**src/rtl/dbus_uncached_bridge.sv**
```systemverilog
// dbus_uncached_bridge: turns one CPU data-bus request into one single-beat
// cache-bus transaction, with a watchdog that ends a transaction the bus
// never answers. Used for uncached / MMIO accesses that bypass the D-cache.

package dbus_uncached_bridge_pkg;

  typedef logic [2:0] msize_t;
  localparam msize_t MSIZE1 = 3'd0;
  localparam msize_t MSIZE2 = 3'd1;
  localparam msize_t MSIZE4 = 3'd2;
  localparam msize_t MSIZE8 = 3'd3;

  typedef logic [7:0] mlen_t;
  localparam mlen_t MLEN1 = 8'd0;

  typedef logic [1:0] axi_burst_t;
  localparam axi_burst_t AXI_BURST_FIXED = 2'b00;

  typedef struct packed {
    logic        valid;
    logic [63:0] addr;
    msize_t      size;
    logic [7:0]  strobe;
    logic [63:0] data;
  } dbus_req_t;

  typedef struct packed {
    logic        addr_ok;
    logic        data_ok;
    logic [63:0] data;
  } dbus_resp_t;

  typedef struct packed {
    logic        valid;
    logic        is_write;
    msize_t      size;
    logic [63:0] addr;
    logic [7:0]  strobe;
    logic [63:0] data;
    mlen_t       len;
    axi_burst_t  burst;
  } cbus_req_t;

  typedef struct packed {
    logic        ready;
    logic        last;
    logic [63:0] data;
  } cbus_resp_t;

endpackage

module dbus_uncached_bridge
  import dbus_uncached_bridge_pkg::*;
#(
  parameter int TIMEOUT_CYCLES = 1024,
  parameter int CNT_W          = 16
) (
  input  logic       clk,
  input  logic       resetn,
  input  dbus_req_t  dreq,
  output dbus_resp_t dresp,
  output cbus_req_t  creq,
  input  cbus_resp_t cresp,
  output logic       busy,
  output logic       timeout_err
);

  typedef enum logic [1:0] {
    S_IDLE = 2'd0,
    S_BUSY = 2'd1,
    S_RESP = 2'd2
  } state_e;

  state_e           state_q, state_d;
  logic [63:0]      addr_q;
  msize_t           size_q;
  logic [7:0]       strobe_q;
  logic [63:0]      wdata_q;
  logic [63:0]      rdata_q;
  logic [CNT_W-1:0] cnt_q;
  logic             err_q;
  logic             watchdog_fire;

  // cnt_q holds the number of BUSY cycles already completed, so it equals
  // TIMEOUT_CYCLES-1 during the TIMEOUT_CYCLES-th BUSY cycle: that cycle is
  // the last one the bus gets before the transaction is forced to RESP.
  assign watchdog_fire = (TIMEOUT_CYCLES != 0) &&
                         (cnt_q == CNT_W'(TIMEOUT_CYCLES - 1));

  assign busy = (state_q != S_IDLE);

  // State register.
  // NOTE: all clocked state uses non-blocking assignments so every register
  // samples pre-edge values regardless of block ordering.
  always_ff @(posedge clk or negedge resetn) begin
    if (!resetn) state_q <= S_IDLE;
    else         state_q <= state_d;
  end

  // Request latch, read-data capture, watchdog counter and error flag.
  always_ff @(posedge clk or negedge resetn) begin
    if (!resetn) begin
      addr_q   <= '0;
      size_q   <= '0;
      strobe_q <= '0;
      wdata_q  <= '0;
      rdata_q  <= '0;
      cnt_q    <= '0;
      err_q    <= 1'b0;
    end else begin
      case (state_q)
        S_IDLE: begin
          if (dreq.valid) begin
            addr_q   <= dreq.addr;
            size_q   <= dreq.size;
            strobe_q <= dreq.strobe;
            wdata_q  <= dreq.data;
            cnt_q    <= '0;
            err_q    <= 1'b0;
          end
        end
        S_BUSY: begin
          cnt_q <= cnt_q + CNT_W'(1);
          // A ready beat beats a simultaneous watchdog expiry.
          if (cresp.ready) begin
            rdata_q <= cresp.data;
          end else if (watchdog_fire) begin
            rdata_q <= '1;
            err_q   <= 1'b1;
          end
        end
        S_RESP:  err_q <= 1'b0;
        default: ;
      endcase
    end
  end

  // Next-state and output decode; all outputs are functions of state only.
  // NOTE: every output and state_d gets a default first so no path through
  // the case statement can infer a latch.
  always_comb begin
    state_d     = state_q;
    creq        = '0;
    dresp       = '0;
    timeout_err = 1'b0;
    case (state_q)
      S_IDLE: begin
        if (dreq.valid) state_d = S_BUSY;
      end
      S_BUSY: begin
        creq.valid    = 1'b1;
        creq.is_write = |strobe_q;
        creq.size     = size_q;
        creq.addr     = addr_q;
        creq.strobe   = strobe_q;
        creq.data     = wdata_q;
        creq.len      = MLEN1;
        creq.burst    = AXI_BURST_FIXED;
        if (cresp.ready) begin
          if (cresp.last) state_d = S_RESP;
        end else if (watchdog_fire) begin
          state_d = S_RESP;
        end
      end
      S_RESP: begin
        dresp.addr_ok = 1'b1;
        dresp.data_ok = 1'b1;
        dresp.data    = rdata_q;
        timeout_err   = err_q;
        state_d       = S_IDLE;
      end
      default: state_d = S_IDLE;
    endcase
  end

endmodule

```
**config.mk**
```make
export PLATFORM = sky130hd
export DESIGN_NAME = dbus_uncached_bridge
export DESIGN_NICKNAME = d
export VERILOG_FILES = /design/src/rtl/dbus_uncached_bridge.sv
export SDC_FILE = /design/constraint.sdc
export NUM_CORES = 1
export LEC_CHECK = 0
export CAP_MARGIN = 20
export CORE_AREA = 2 2 165 167
export CTS_BUF_LIST = sky130_fd_sc_hd__clkbuf_8
export DETAILED_ROUTE_END_ITERATION = 12
export DIE_AREA = 0 0 167 169
export PLACE_DENSITY_LB_ADDON = 0.3
export SYNTH_ARGS = -nofsm -noshare
export SYNTH_HDL_FRONTEND = slang
export SYNTH_SLANG_ARGS = --single-unit
```
**constraint.sdc**
```tcl
create_clock -name clk -period 3.1 [get_ports clk]
set_input_delay 0.465 -clock clk [delete_from_list [all_inputs] [get_ports clk]]
set_output_delay 0.465 -clock clk [all_outputs]
set_load 0.1 [all_outputs]
```
==> results.md <==
* Root Driver: clkbuf_8
* Yosys warns at 0
* Footprint of the multi-input gates at 0.00441 mm2
* Row count at 60
* Port buffer count at 416
* Highest Clock Rate at 349 MHz
* CP endpoint kind: primary output
* Sequential cell area at 0.00556 mm2
* Number of vias per cell at 5.01
* Share of post-route cells with drive strength above 1 at 18.3%
* Hold Crit Class: in2reg
* Skew-Pair Late Insertion Delay at 0.53 ns
* Critical path peak fanout at 66
* Initial Utilization at 39.4%
* CP startpoint kind: flip-flop
* Final ANT Viol Nets at 0
* Setup_tns at 0 ns
* DP Cell Count at 1,911
* Die H at 169 um
* PwrDens at 1250 mW/mm2
* Slew headroom at 51.0%
* Synthesized flop and latch total at 222
* Htree depth at 2
* Clock Pin Slew Worst Setup and Hold Paths at 0.06 ns
* WHS at 0.459 ns
* Final cell count without fillers at 1,983
* Pleak at 8.07 nW
* Final hold viol count at 0
* Synth cell types at 36
* Fillers at 2,164
* Routed len/inst at 17.7 um
* Worst vdd ir at 0.000920 V
* Crit share post-route at 92.3%
* Overall routed net length at 35,100 um
* Pins Over Slew Limit at 0
* Final setup vio count at 0
* Clock tree buffer depth at 3
* # IOs at 427
* CTS Buf Count at 39
* Core area at 0.0265 mm2
* Initial antenna violation count at 5
* Syn Area/Cell at 8.55 um2
* Vias in the first global route at 9,990
* Die Area at 0.0282 mm2
* RSZ-0062 raised after global routing: false
* # DRC at 0
* Synth-to-Final Area Change at 63.4%
* Vias post-DR at 9,928
* DRT Pass-1 Iters at 6
* Status: complete, no violations
* Final #Nets at 1,821
* Required @ worst endpoint at 2.63 ns
* Synth Cell Area at 0.0104 mm2
* Critical path class: reg2out
* Chip width at 167 um
* Area leader, netlist: dfrtp_1
* Setup skew after layout at 0.0101 ns
* Total GRT Usage at 24.1%
* Post-DP HPWL at 24,700 um
* Synth Instances at 1,220
* First-pass GRT wire length at 54,500 um
* CP arrival at 2.40 ns
* Initial DRC count at 922
* Register area share after synthesis at 53.3%
* Yosys top cell area share at 53.3%
* Total Power at 21.2 mW
* Largest net degree at the start of global routing at 141
* Synth top area cells: dfrtp_1 53%, nand2_1 15%, and2_1 12%, o22ai_1 4.0%, a21oi_1 2.9%
* Total gr overflow at 0
* Worst-Margin Slew at 0.735 ns
* Max-Cap Viols at 0
* Placer Congestion at 0.819
* Sink Count at 222
* CTS tree: yes
* Tmin final at 2.86 ns
-- cells in the mapped netlist --
library cell and count:
nor2b_1 1, nand2_1 430, nand2b_2 1, and4_4 1, mux2i_1 5, nor2_1 68, conb_1 1, nand4_1 7
nor2_2 1, o22ai_1 66, clkbuf_1 36, a21oi_1 61, buf_2 39, o41ai_1 1, and3_1 4, inv_1 4
o21ai_0 13, o21bai_1 1, nor4_1 3, o31ai_1 1, buf_4 14, dfrtp_1 222, o311ai_0 1, a21o_1 1
and4bb_2 1, a21oi_2 9, nand3_1 7, nor3b_2 1, buf_6 6, and2_1 206, nor3b_1 1, ha_1 1
buf_1 2, nand4_2 1, and4_1 2, nand2_2 1
-- registers in the layout, summed over array words and instances (netlist names) --
register,flops
cnt_q,16
strobe_q,8
rdata_q,64
wdata_q,64
size_q,3
state_q,2
err_q,1
addr_q,64
-- cell type report --
class                      instances  area share, %
antenna                            5         0.0734
multi-input combinational        906           25.9
clock inverter                    21          0.521
sequential                       222           32.6
tap                              341           2.50
inverter                           4          0.132
timing repair buffer             439           34.6
clock buffer                      45           3.63
-- per-stage QoR --
stage	setup slack [ns]	area, um2	utilization [%]
floorplan	0.173	10500	-
CTS	0.117	17000	64.3
global placement	0.739	16300	61.6
detailed placement	0.708	16300	61.6
finish	0.238	17000	64.3
global route	0.0822	17000	64.3
-- kinds of logic (layout without fill, tap and decap cells) --
group,count (synthesis),count (layout),share of synthesized area [%]
fa+ha+maj,1,1,0.120
other cells,1,15,0.0359
buf+inv,101,509,5.04
compound gates,154,154,8.65
simple gates,736,736,32.4
mux,5,5,0.480
flops,222,222,53.3
-- worst max-delay path, cell delays in order (launching register included) --
cell	delay, ns
dfrtp_1	0.44
nand2b_2	0.36
inv_8	0.36
buf_12	0.23
and2_1	0.23
buf_12	0.20
-- path summary, 6_finish.rpt --
path	start	endpoint	slack (ns)	depth (start not counted)
worst max register to register	state_q[1]	rdata_q[53]	0.89	6
worst min register to register	addr_q[33]	addr_q[33]	0.46	2
worst max-delay path	state_q[1]	creq[142]	0.24	5
max in group asynchronous	resetn	cnt_q[15]	1.75	3
min in group asynchronous	resetn	rdata_q[19]	0.54	2
worst min-delay path	dreq[114]	addr_q[39]	0.46	3
-- per-layer routing --
metal	GRT usage, %	part of all wire, %
met5	0	0
met4	8.66	2.9
met3	7.97	9.1
met2	39.8	49
met1	29.5	39
-- report_power, final --
group / internal (mW) / leakage [nW] / switching, mW
Clock: 1.31 / 0.428 / 1.19
Combinational: 4.53 / 4.90 / 9.09
Sequential: 4.23 / 2.75 / 0.883
-- placed cells by master, fill, tap and decap left out, types with 2 or more instances in the layout --
cell type	count
buf_12	167
a21oi_1	61
and2_1	206
nand2_1	429
mux2i_1	5
nor4_1	3
dfrtp_1	222
and3_1	4
nor2_1	68
nand4_1	7
nand3_1	7
a21oi_2	9
diode_2	5
and4_1	2
inv_1	21
buf_4	64
clkdlybuf4s50_1	205
o22ai_1	66
clkbuf_8	45
o21ai_0	13
conb_1	10
-- what timing repair did --
item,4_1_cts,5_1_grt
endpoints found under the hold margin,81,0
gates resized for setup,0,1
setup buffers,0,0
hold buffers,1,0
endpoints found under the setup margin,0,2
Power figures use the tool's default switching activity.
